[src/rtl/i2s_audio_rx.sv]
// I2S receiver: recovers 16-bit left/right samples from 32-slot half-frames.
// Define I2S_RX_SYNC_EN to add 2-flop synchronizers on lrck and sdata.
`timescale 1ns/1ps
module i2s_audio_rx #(
  parameter int SCLK_DIV  = 4,
  parameter int SLOT_BITS = 32
) (
  input  logic        clk,
  input  logic        reset_n,
  input  logic        lrck,
  input  logic        sdata,
  output logic [15:0] sample,
  output logic        sample_valid,
  output logic        sample_is_right,
  output logic [15:0] left_sample,
  output logic [15:0] right_sample,
  output logic        sync_error,
  output logic        locked
);

  localparam int HALF = SCLK_DIV * SLOT_BITS;
  localparam logic [7:0] LAST     = 8'(HALF - 1);
  localparam logic [7:0] SLOT0_AT = 8'd1;
  localparam logic [7:0] VALID_AT = 8'(SCLK_DIV * 16 + 2);

  typedef enum logic [1:0] {
    IDLE,
    DELAY,
    DATA,
    PAD
  } state_t;

  logic lrck_s;
  logic sdata_s;

`ifdef I2S_RX_SYNC_EN
  logic [1:0] lrck_sync_q;
  logic [1:0] sdata_sync_q;

  always_ff @(posedge clk or negedge reset_n) begin
    if (!reset_n) begin
      lrck_sync_q  <= '0;
      sdata_sync_q <= '0;
    end else begin
      lrck_sync_q  <= {lrck_sync_q[0], lrck};
      sdata_sync_q <= {sdata_sync_q[0], sdata};
    end
  end

  assign lrck_s  = lrck_sync_q[1];
  assign sdata_s = sdata_sync_q[1];
`else
  assign lrck_s  = lrck;
  assign sdata_s = sdata;
`endif

  state_t      state_q, state_d;
  logic [7:0]  cnt_q, cnt_d;
  logic        lrck_q, lrck_d;
  logic        ch_q, ch_d;
  logic [3:0]  bitn_q, bitn_d;
  logic [15:0] sr_q, sr_d;
  logic [15:0] sample_q, sample_d;
  logic        valid_q, valid_d;
  logic        is_right_q, is_right_d;
  logic [15:0] left_q, left_d;
  logic [15:0] right_q, right_d;
  logic        err_q, err_d;
  logic        locked_q, locked_d;

  logic        lr_edge;
  logic [7:0]  slot_at;

  always_comb begin
    state_d    = state_q;
    cnt_d      = cnt_q;
    lrck_d     = lrck_s;
    ch_d       = ch_q;
    bitn_d     = bitn_q;
    sr_d       = sr_q;
    sample_d   = sample_q;
    valid_d    = 1'b0;
    is_right_d = is_right_q;
    left_d     = left_q;
    right_d    = right_q;
    err_d      = 1'b0;
    locked_d   = locked_q;
    lr_edge    = lrck_s != lrck_q;
    slot_at    = 8'(SCLK_DIV * (int'(bitn_q) + 1) + 1);

    if (state_q != IDLE) cnt_d = cnt_q + 8'd1;

    unique case (state_q)
      IDLE: ;
      DELAY: begin
        if (cnt_q == SLOT0_AT) begin
          state_d = DATA;
          bitn_d  = '0;
        end
      end
      DATA: begin
        if (cnt_q == slot_at) begin
          sr_d   = {sr_q[14:0], sdata_s};
          bitn_d = bitn_q + 4'd1;
          if (bitn_q == 4'd15) state_d = PAD;
        end
      end
      PAD: ;
    endcase

    // Slot 16 is already in sr_q here, so a coincident edge cannot cancel it.
    if (state_q == PAD && cnt_q == VALID_AT) begin
      valid_d    = 1'b1;
      sample_d   = sr_q;
      is_right_d = ch_q;
      if (ch_q) right_d = sr_q;
      else      left_d  = sr_q;
    end

    if (lr_edge) begin
      if (state_q != IDLE) begin
        if (cnt_q == LAST) begin
          locked_d = 1'b1;
        end else begin
          err_d    = 1'b1;
          locked_d = 1'b0;
        end
      end
      state_d = DELAY;
      cnt_d   = '0;
      ch_d    = lrck_s;
    end else if (state_q != IDLE && cnt_q == LAST) begin
      err_d    = 1'b1;
      locked_d = 1'b0;
      state_d  = IDLE;
      cnt_d    = '0;
    end
  end

  always_ff @(posedge clk or negedge reset_n) begin
    if (!reset_n) begin
      state_q    <= IDLE;
      cnt_q      <= '0;
      lrck_q     <= 1'b0;
      ch_q       <= 1'b0;
      bitn_q     <= '0;
      sr_q       <= '0;
      sample_q   <= '0;
      valid_q    <= 1'b0;
      is_right_q <= 1'b0;
      left_q     <= '0;
      right_q    <= '0;
      err_q      <= 1'b0;
      locked_q   <= 1'b0;
    end else begin
      state_q    <= state_d;
      cnt_q      <= cnt_d;
      lrck_q     <= lrck_d;
      ch_q       <= ch_d;
      bitn_q     <= bitn_d;
      sr_q       <= sr_d;
      sample_q   <= sample_d;
      valid_q    <= valid_d;
      is_right_q <= is_right_d;
      left_q     <= left_d;
      right_q    <= right_d;
      err_q      <= err_d;
      locked_q   <= locked_d;
    end
  end

  assign sample          = sample_q;
  assign sample_valid    = valid_q;
  assign sample_is_right = is_right_q;
  assign left_sample     = left_q;
  assign right_sample    = right_q;
  assign sync_error      = err_q;
  assign locked          = locked_q;

endmodule
[config.mk]
export PLATFORM = sky130hd
export DESIGN_NAME = i2s_audio_rx
export DESIGN_NICKNAME = d
export VERILOG_FILES = /design/src/rtl/i2s_audio_rx.sv
export SDC_FILE = /design/constraint.sdc
export NUM_CORES = 1
export LEC_CHECK = 0
export CAP_MARGIN = 20
export CORE_MARGIN = 2
export CORE_UTILIZATION = 23
export CTS_CLUSTER_SIZE = 10
export DETAILED_ROUTE_END_ITERATION = 10
export PLACE_DENSITY_LB_ADDON = 0.12
export RECOVER_POWER = 25
export SKIP_CTS_REPAIR_TIMING = 1
export SLEW_MARGIN = 10
export SYNTH_ARGS = -nofsm -noshare
export SYNTH_HDL_FRONTEND = slang
export SYNTH_SLANG_ARGS = --single-unit
[constraint.sdc]
create_clock -name clk -period 5.4 [get_ports clk]
set_input_delay 1.08 -clock clk [delete_from_list [all_inputs] [get_ports clk]]
set_output_delay 1.08 -clock clk [all_outputs]
set_load 0.02 [all_outputs]
; ---- Yosys cells after proc, flatten, opt, wreduce, memory -nomap -nowiden
; Cells that the tools add are included.
[word_totals]
ff_bits = 84
input_bits = 4
out_inout_bits = 52
wordCells = 67
[classes]
add_sub_neg = 4
eq_ne = 15
mux = 21
bitwise_logic = 1
reduce_logical = 13
[op_table]
columns = cell, n
row1 = 8-bit 2-to-1 mux, 3
row2 = "8-bit by 7-bit equality test with 1-bit output, second input constant", 2
row3 = "4-bit inequality test, second input constant", 3
row4 = 2-bit 2-to-1 mux, 5
row5 = 1-bit 2-to-1 mux, 9
row6 = "7-bit by 1-bit adder with 8-bit output, second input constant", 1
row7 = "8-bit by 1-bit adder with 8-bit output, second input constant", 1
row8 = "8-bit by 1-bit equality test with 1-bit output, second input constant", 1
row9 = 8-bit equality test, 1
row10 = 4-bit 2-to-1 mux, 2
row11 = 4-bit one-hot mux with 2 select lines, 1
row12 = 2-bit AND reduction, 4
row13 = 2-bit nonzero test, 3
row14 = "4-bit by 1-bit adder with 5-bit output, second input constant", 1
row15 = "4-bit by 1-bit adder with 4-bit output, second input constant", 1
row16 = "2-bit equality test, second input constant", 2
row17 = "4-bit equality test, second input constant", 1
row18 = "2-bit inequality test, second input constant", 2
row19 = 2-bit one-hot mux with 2 select lines, 1
row20 = 4-bit AND reduction, 1
row21 = 4-bit nonzero test, 1
row22 = 3-bit AND reduction, 1
row23 = 3-bit nonzero test, 1
row24 = "2-bit by 1-bit equality test with 1-bit output, second input constant", 1
row25 = 4 further kinds, 5

; ---- Depth between registers and ports, before layout
; Gate-level depths: netlist of the first run.
[logic_depth]
depth_word = 7
ltp_mapped = 8
mapped_depth_nobuf = 7

; ---- Worst setup path before layout of the first run
; OpenSTA, ideal clock, no wires.
[synth_timing]
path_kind = in2reg
start = input port lrck
end = register cnt_q[7]
setup_time_ps = 140
t_arrival_ps = 2192
required_ps = 5260
setup_slack_ps = 3068
path_stages = 5
n_path_buf = 0
cell_sequence = xnor2_1 -> a2111oi_0 -> nand3_1 -> xor2_1 -> nor2_1
[synth_via]
elab_chain_len = 2
elab_cells_between_ends = 3
classes_between = eq/ne (1) / mux (1) / reduce/logical (1)
[synth_lines]
columns = item, line_no
row1 = from (decl), 10  ; input logic lrck,
row2 = 1-bit inequality test *, 88  ; lr_edge = lrck_s != lrck_q;
row3 = 3-bit nonzero test (no line) or 8-bit 2-to-1 mux (tied branches), n/a
row4 = to (signal assigned), 157  ; cnt_q <= cnt_d;
row5 = to (decl), 58  ; logic [7:0] cnt_q, cnt_d;
; Mark *: on every way between the ends. The rest lies on a longest branch, timed or not.
; A chain may end at the register's enable or synchronous reset.

==> results.json, run 1 <==
{
  "outcome": "finished with violations",
  "violations": "capacitance limit, slew limit",
  "setup_viol": 0,
  "io_buffers": 55,
  "grt_overflow": 0,
  "place_inst": 523,
  "netlist_area_um2": 3540,
  "area_growth_pct": 28.7,
  "drc": 0,
  "cts_buffer_depth": 2,
  "syn_nets": 295,
  "maxSlewHeadroom": -0.145,
  "cts_tree": "yes",
  "cp_num_buf_inv": 2,
  "drive_above_1_share": 0.202,
  "powerDensity_nw_per_um2": 304,
  "layout_common_cells": "dfrtp_1 (84), nand2_1 (58), clkdlybuf4s50_1 (53), mux2_2 (38), nor2_1 (14)",
  "total_leakage_power_nw": 2.13,
  "final_cell_count_no_fill": 539,
  "clk_pin_slew_ps": 60,
  "worst_path_dominant_cell_family": "buffers and inverters",
  "crit_path_max_fanout": 54,
  "crit_path_start": "reset_n",
  "grt_usage": 0.105,
  "yosysTopAreaCellShare": 0.593,
  "crit_slowest_cell": "clkbuf_1",
  "end_kind": "asynchronous set/reset pin",
  "synth.distinct_cells": 36,
  "floorplan.die_area_um2": 16400,
  "die_height_um": 128,
  "crit_end": "right_sample[0]",
  "antenna_cells": 0,
  "worstReg2RegEnd": "left_sample[2]",
  "crit_cells": 2,
  "maxCapViolations": 1,
  "via_count": 2294,
  "cts_max_level": 3,
  "yosys_warnings": 0,
  "max_freq_ghz": 0.302,
  "syn-instance-count": 287,
  "ys_seq_area_frac": 0.593,
  "core_area_um2": 15100,
  "r2r_cells": 4,
  "final_hold_viol_count": 0,
  "worst_ir_drop_vdd_mv": 0.120,
  "dp_hpwl_um": 5160,
  "yosys_register_bits": 84,
  "layout.nets": 354,
  "clk_latency_ps": 340,
  "clock_skew_ps": 5.88,
  "slew_violations": 32,
  "synthTopCellsByArea": "dfrtp_1 (59%), mux2_2 (12%), nand2_1 (6.1%)",
  "whs_ps": 464,
  "rsz0062_at_grt": "false",
  "avgSynthCellArea_um2": 12.3,
  "worst_pin_slew_ps": 1720,
  "required_ps": 5630,
  "drtAntennaViolNets": 0,
  "grt_max_degree": 55,
  "final_common_cell": "dfrtp_1",
  "cts_root_buf": "clkbuf_16",
  "synth_top_cell_by_area": "dfrtp_1",
  "period_share": 0.614,
  "min_path_type": "reg -> reg",
  "wl_per_cell_um": 14.6,
  "io_pins": 56,
  "period_needed_ps": 3320,
  "dr.first_iter.drc_count": 93,
  "dr.pass1.iters": 4,
  "numCtsBuffers": 9,
  "reg2reg_slack_ps": 2500,
  "tns_ps": 0,
  "grt_pass1_wl_um": 13000,
  "antenna_found_initial": 0,
  "die_x_um": 128,
  "startpoint_type": "primary input",
  "grt_pass1_vias": 2317,
  "slowest_delay_ps": 1210,
  "arrival_ps": 3540,
  "cts.sinks": 84,
  "gp_congestion": 0.785,
  "crit_chain": "clkbuf_1 > clkbuf_2",
  "r2r-start": "cnt_q[2]",
  "path_class": "in -> async",
  "totalWireLength_um": 7870,
  "initial_core_util": 0.234,
  "finish.utilization": 0.301,
  "via_per_inst": 4.26,
  "row_count": 45
}
-- through the flow --
step                      setup WS (ps)  power (W)  area [um2]
after floorplan                    3070   0.000768        3540
after CTS                          2530    0.00142        4570
after global placement             2380   0.000819        4290
after global routing               1430    0.00147        4560
after detailed placement           2270   0.000816        4290
final                              2080    0.00139        4560
-- worst min-delay path by stage --
stage	end	startpoint	depth (start not counted)
6_report	sample[6]	sample[6]	2
5_1_grt	sample[11]	sample[11]	2
4_1_cts	sample[0]	sample[0]	2
3_5_place_dp	sample[10]	sample[10]	2
3_3_place_gp	sample[8]	sample[8]	2
2_1_floorplan	sample[15]	sr_q[15]	2
-- kinds of logic after synthesis --
kind of cell             count (synthesis)  share of synthesized area
adder cells (fa/ha/maj)                  4                     0.0141
buffers and inverters                   13                     0.0208
AND/OR/NAND/NOR                        105                      0.141
flip-flops                              84                      0.593
XOR/XNOR                                13                     0.0321
AO/OA/AOI/OAI                           20                     0.0360
multiplexers                            48                      0.163
-- synth_stat cells, drive strengths merged --
| cell | count |
|---|---|
| dfrtp | 84 |
| nand2 | 59 |
| mux2 | 48 |
| nor2 | 15 |
| nand3 | 7 |
| nor3 | 7 |
| xnor2 | 7 |
| a21oi | 6 |
| clkbuf | 6 |
| xor2 | 6 |
| o21ai | 5 |
| ha | 4 |
| inv | 4 |
| nand2b | 4 |
| buf | 3 |
| nand4 | 3 |
| or3 | 3 |
| a21o | 2 |
| o31ai | 2 |
| or2 | 2 |
| a2111oi | 1 |
| a221oi | 1 |
| a31oi | 1 |
| and2 | 1 |
| nand3b | 1 |
| nor4 | 1 |
| nor4b | 1 |
| o2111ai | 1 |
| o21ba | 1 |
| or4 | 1 |
-- per-layer routing --
layer | track usage | part of all wire | up-vias
li1 | - | - | 1103
met1 | 0.140 | 0.49 | 1139
met3 | 0.0388 | 0.045 | 11
met4 | 0.0375 | 0.016 | 0
met2 | 0.156 | 0.45 | 41
met5 | 0 | 0 | -
-- worst min-delay path: cells and delay by family, from the launching register on --
family | cells | cell delay, ps
flops | 1 | 340
simple gates | 2 | 100
-- final cells by class --
type | instances | area, um2
fill | 1546 | 10600
sequential | 84 | 2100
multi-input combinational | 190 | 1370
timing repair buffer | 57 | 557
clock buffer | 13 | 260
tap | 188 | 235
clock inverter | 3 | 21.3
inverter | 4 | 15.0
-- sequential cells by signal, summed over array words and instances, names as in the netlist --
name,count
sample_is_right,1
state_q,2
left_sample,16
cnt_q,8
right_sample,16
sync_error,1
lrck_q,1
ch_q,1
bitn_q,4
sample,16
locked,1
sr_q,16
sample_valid,1
-- where the power goes --
group          switching, W  internal, W
registers         0.0000289     0.000649
logic             0.0000811    0.0000435
clock network      0.000249     0.000337
(Power assumes the default switching activity.)
==> inputs of run 2 (changes only) <==
clock period = 2.9 ns   (was 5.4 ns; I/O delays follow)
==> results.json, run 2 (synthesized netlist as in run 1, its figures left out) <==
{
  "layout_common_cells": "dfrtp_1 (84), nand2_1 (58), clkdlybuf4s50_1 (53), mux2_2 (38), nor2_1 (14)",
  "slew_violations": 0,
  "row_count": 45,
  "internal_power_w": 0.00189,
  "reg2reg_slack_ps": 490,
  "r2r-start": "cnt_q[3]",
  "via_per_inst": 4.27,
  "required_ps": 3120,
  "area_growth_pct": 29.1,
  "placed_area_um2": 4320,
  "startpoint_type": "flop",
  "grt_usage": 0.107,
  "initial_core_util": 0.234,
  "crit_path_max_fanout": 16,
  "end_kind": "flop",
  "min_path_type": "in -> async",
  "totalWireLength_um": 7980,
  "wl_per_cell_um": 14.8,
  "io_buffers": 55,
  "maxCapViolations": 0,
  "drc": 0,
  "arrival_ps": 2620,
  "antenna_found_initial": 0,
  "drive_above_1_share": 0.215,
  "io_pins": 56,
  "die_height_um": 128,
  "cts_buffer_depth": 2,
  "cts.sinks": 84,
  "period_needed_ps": 2410,
  "drtAntennaViolNets": 0,
  "cts_max_level": 3,
  "grt_max_degree": 45,
  "period_share": 0.830,
  "pwr-share-seq": 0.495,
  "pwr-share-comb": 0.095,
  "worstReg2RegEnd": "left_sample[1]",
  "grt_pass1_wl_um": 13300,
  "final_common_cell": "dfrtp_1",
  "clock_skew_ps": 7.30,
  "worst_pin_slew_ps": 1090,
  "rsz0062_at_grt": "false",
  "worst_slack_ps": 494,
  "core_area_um2": 15100,
  "via_count": 2311,
  "dr.first_iter.drc_count": 118,
  "tns_ps": 0,
  "floorplan.die_area_um2": 16400,
  "outcome": "finished clean",
  "maxSlewHeadroom": 0.271,
  "grt_pass1_vias": 2424,
  "grt_overflow": 0,
  "die_x_um": 128,
  "clk_pin_slew_ps": 60,
  "path_class": "reg -> reg",
  "gp_congestion": 0.733,
  "dp_hpwl_um": 5360,
  "layout.nets": 357,
  "antenna_cells": 0,
  "worst_ir_drop_vdd_mv": 0.277,
  "r2r_cells": 4,
  "dr.pass1.iters": 4,
  "p_sw_w": 0.000656,
  "stdcell_area_um2": 4580,
  "powerDensity_nw_per_um2": 557,
  "clk_latency_ps": 340,
  "numCtsBuffers": 9,
  "cts_tree": "yes",
  "total_leakage_power_nw": 2.15,
  "power_frac_clock": 0.410,
  "post-place-ws_ps": 442,
  "final_hold_viol_count": 0,
  "switching_share": 0.257,
  "setup_viol": 0,
  "cts_root_buf": "clkbuf_16",
  "max_freq_ghz": 0.416
}
## run 2: power by group through the flow
stage	clock (W)	sequential (W)	combinational, W
after floorplan	0	0.00128	0.000154
after global placement	0	0.00129	0.000250
after detailed placement	0	0.00128	0.000247
after CTS	0.00109	0.00126	0.000249
after global routing	0.00114	0.00127	0.000279
final	0.00104	0.00126	0.000242
## run 2: worst max-delay path, stage by stage (launching register included)
cell and delay (ps):
dfrtp_1 440, or4_4 600, or3_1 480, nor2_8 370
mux2_2 380
## run 2: metal layers
metal	routed length [um]	share of wire	track usage	up-vias
met5	0	0	0	-
met4	110	0.014	0.0375	0
met3	333	0.042	0.0367	9
met2	3820	0.48	0.166	39
met1	3720	0.47	0.138	1161
li1	-	-	-	1102
## run 2: final cells by class
cell class                      count  area (um2)
Fill cell                        1545       10600
Sequential cell                    84        2100
Multi-Input combinational cell    190        1370
Timing Repair Buffer               60         581
Clock buffer                       11         243
Tap cell                          188         235
Clock inverter                      4        26.3
Inverter                            4        15.0
## run 2: per-stage QoR
step | util | std cells | total power (W) | hold slack, ps
after global placement | 0.286 | 526 | 0.00153 | 451
after global routing | 0.302 | 541 | 0.00268 | 495
after detailed placement | 0.286 | 526 | 0.00153 | 461
after floorplan | - | 287 | 0.00143 | 284
after CTS | 0.303 | 541 | 0.00260 | 250
final | 0.302 | 541 | 0.00255 | 413
## run 2: worst max-delay path by stage
stage / endpoint / startpoint / depth (start not counted)
2_1_floorplan: left_sample[10] / cnt_q[3] / 6
3_3_place_gp: cnt_q[7] / lrck / 6
3_5_place_dp: cnt_q[7] / lrck / 6
4_1_cts: left_sample[1] / cnt_q[3] / 4
5_1_grt: sr_q[8] / reset_n / 2
6_report: left_sample[1] / cnt_q[3] / 4
==> inputs of run 3 (changes only) <==
clock period = 2.37 ns   (was 2.9 ns; I/O delays follow)
==> results.json, run 3 (synthesized netlist as in run 1, its figures left out) <==
{
  "max_freq_ghz": 0.445,
  "total_leakage_power_nw": 2.26,
  "cp_num_buf_inv": 1,
  "layout_common_cells": "dfrtp_1 (84), nand2_1 (58), clkdlybuf4s50_1 (54), mux2_2 (38), buf_4 (20)",
  "area_growth_pct": 34.9,
  "via_count": 2371,
  "cts_tree": "yes",
  "outcome": "finished clean",
  "drtAntennaViolNets": 0,
  "tns_ps": 0,
  "clk_latency_ps": 340,
  "worst_slack_ps": 121,
  "numCtsBuffers": 9,
  "worstReg2RegEnd": "left_sample[13]",
  "die_x_um": 128,
  "cts_buffer_depth": 2,
  "cts_max_level": 3,
  "grt_most_used_layer": "met2",
  "startpoint_type": "flop",
  "path_class": "reg -> reg",
  "r2r_cells": 5,
  "num-fill-cells": 1542,
  "wl_per_cell_um": 14.9,
  "placed_area_um2": 4410,
  "totalWireLength_um": 8360,
  "antenna_cells": 0,
  "slowest_delay_ps": 580,
  "initial_core_util": 0.234,
  "dp_hpwl_um": 5820,
  "clock_skew_ps": 7.64,
  "crit_chain": "or4_4 > or3_1 > nor2_8 > buf_12 > mux2_4",
  "final_cell_count_no_fill": 559,
  "worst_ir_drop_vdd_mv": 0.294,
  "grt_overflow": 0,
  "antenna_found_initial": 0,
  "cts_root_buf": "clkbuf_16",
  "crit_path_start": "cnt_q[3]",
  "drc": 0,
  "grt_pass1_wl_um": 13600,
  "crit_cells": 5,
  "r2r-start": "cnt_q[3]",
  "drive_above_1_share": 0.248,
  "end_kind": "flop",
  "multi_input_area_um2": 1370,
  "grt_max_degree": 41,
  "powerDensity_nw_per_um2": 706,
  "grt_usage": 0.110,
  "period_needed_ps": 2250,
  "final_hold_viol_count": 0,
  "seq_area_um2": 2100,
  "maxSlewHeadroom": 0.211,
  "row_count": 45,
  "grtUsageMet1": 0.139,
  "crit_path_max_fanout": 9,
  "crit_end": "left_sample[13]",
  "setup_viol": 0,
  "post-place-ws_ps": 64.7,
  "reg2reg_slack_ps": 120,
  "clk_pin_slew_ps": 60,
  "floorplan.die_area_um2": 16400,
  "worst_pin_slew_ps": 1180,
  "die_height_um": 128,
  "required_ps": 2590,
  "dr.first_iter.drc_count": 134,
  "dr.pass1.iters": 4,
  "grt_pass1_vias": 2436,
  "crit_slowest_cell": "or4_4",
  "use_met3": 0.0342,
  "period_share": 0.949,
  "io_pins": 56,
  "slew_violations": 0,
  "core_area_um2": 15100,
  "arrival_ps": 2470,
  "maxCapViolations": 0,
  "via_per_inst": 4.24,
  "layout.nets": 374,
  "met2_usage": 0.176,
  "stdcell_area_um2": 4780,
  "cts.sinks": 84,
  "final_common_cell": "dfrtp_1",
  "gp_congestion": 0.738,
  "io_buffers": 55,
  "min_path_type": "in -> async",
  "rsz0062_at_grt": "false",
  "place_inst": 537,
  "worst_path_dominant_cell_family": "simple AND/OR/NAND/NOR gates"
}
[run 3: worst min-delay path by stage]
stage | endpoint | slack, ps | cells after the start
global route | right_sample[7] | 450 | 1
detailed placement | right_sample[7] | 380 | 1
global placement | right_sample[7] | 380 | 1
finish | right_sample[7] | 350 | 1
floorplan | bitn_q[0] | 180 | 0
CTS | right_sample[7] | 9 | 1
[run 3: power breakdown]
| part | switching [W] | internal, W |
|---|---|---|
| Sequential | 0.0000587 | 0.00148 |
| Combinational | 0.000193 | 0.000126 |
| Clock | 0.000567 | 0.000951 |
| Total | 0.000818 | 0.00256 |
[run 3: through the flow]
step           total power [W]   util  hold slack (ps)
6_report               0.00337  0.316              349
5_1_grt                0.00354  0.316              451
4_1_cts                0.00343  0.312             8.55
3_5_place_dp           0.00189  0.291              385
3_3_place_gp           0.00189  0.291              380
2_1_floorplan          0.00175      -              178
[run 3: cell type report]
class | instances | area share
clock inverter | 4 | 0.0152
multi-input combinational | 190 | 0.287
tap | 188 | 0.0492
sequential | 84 | 0.440
inverter | 4 | 0.00314
timing repair buffer | 77 | 0.154
clock buffer | 12 | 0.0516
[run 3: worst reg2reg max path, stage by stage, from the launching register on]
cell and delay, ps:
dfrtp_1 380, or4_4 580, or3_1 490, nor2_8 210
buf_12 170, mux2_4 300
[run 3: routing by layer]
metal | routed length (um) | vias to the layer above
li1 | - | 1134
met1 | 3750 | 1184
met2 | 4120 | 45
met3 | 352 | 8
met4 | 133 | 0
met5 | 0 | -
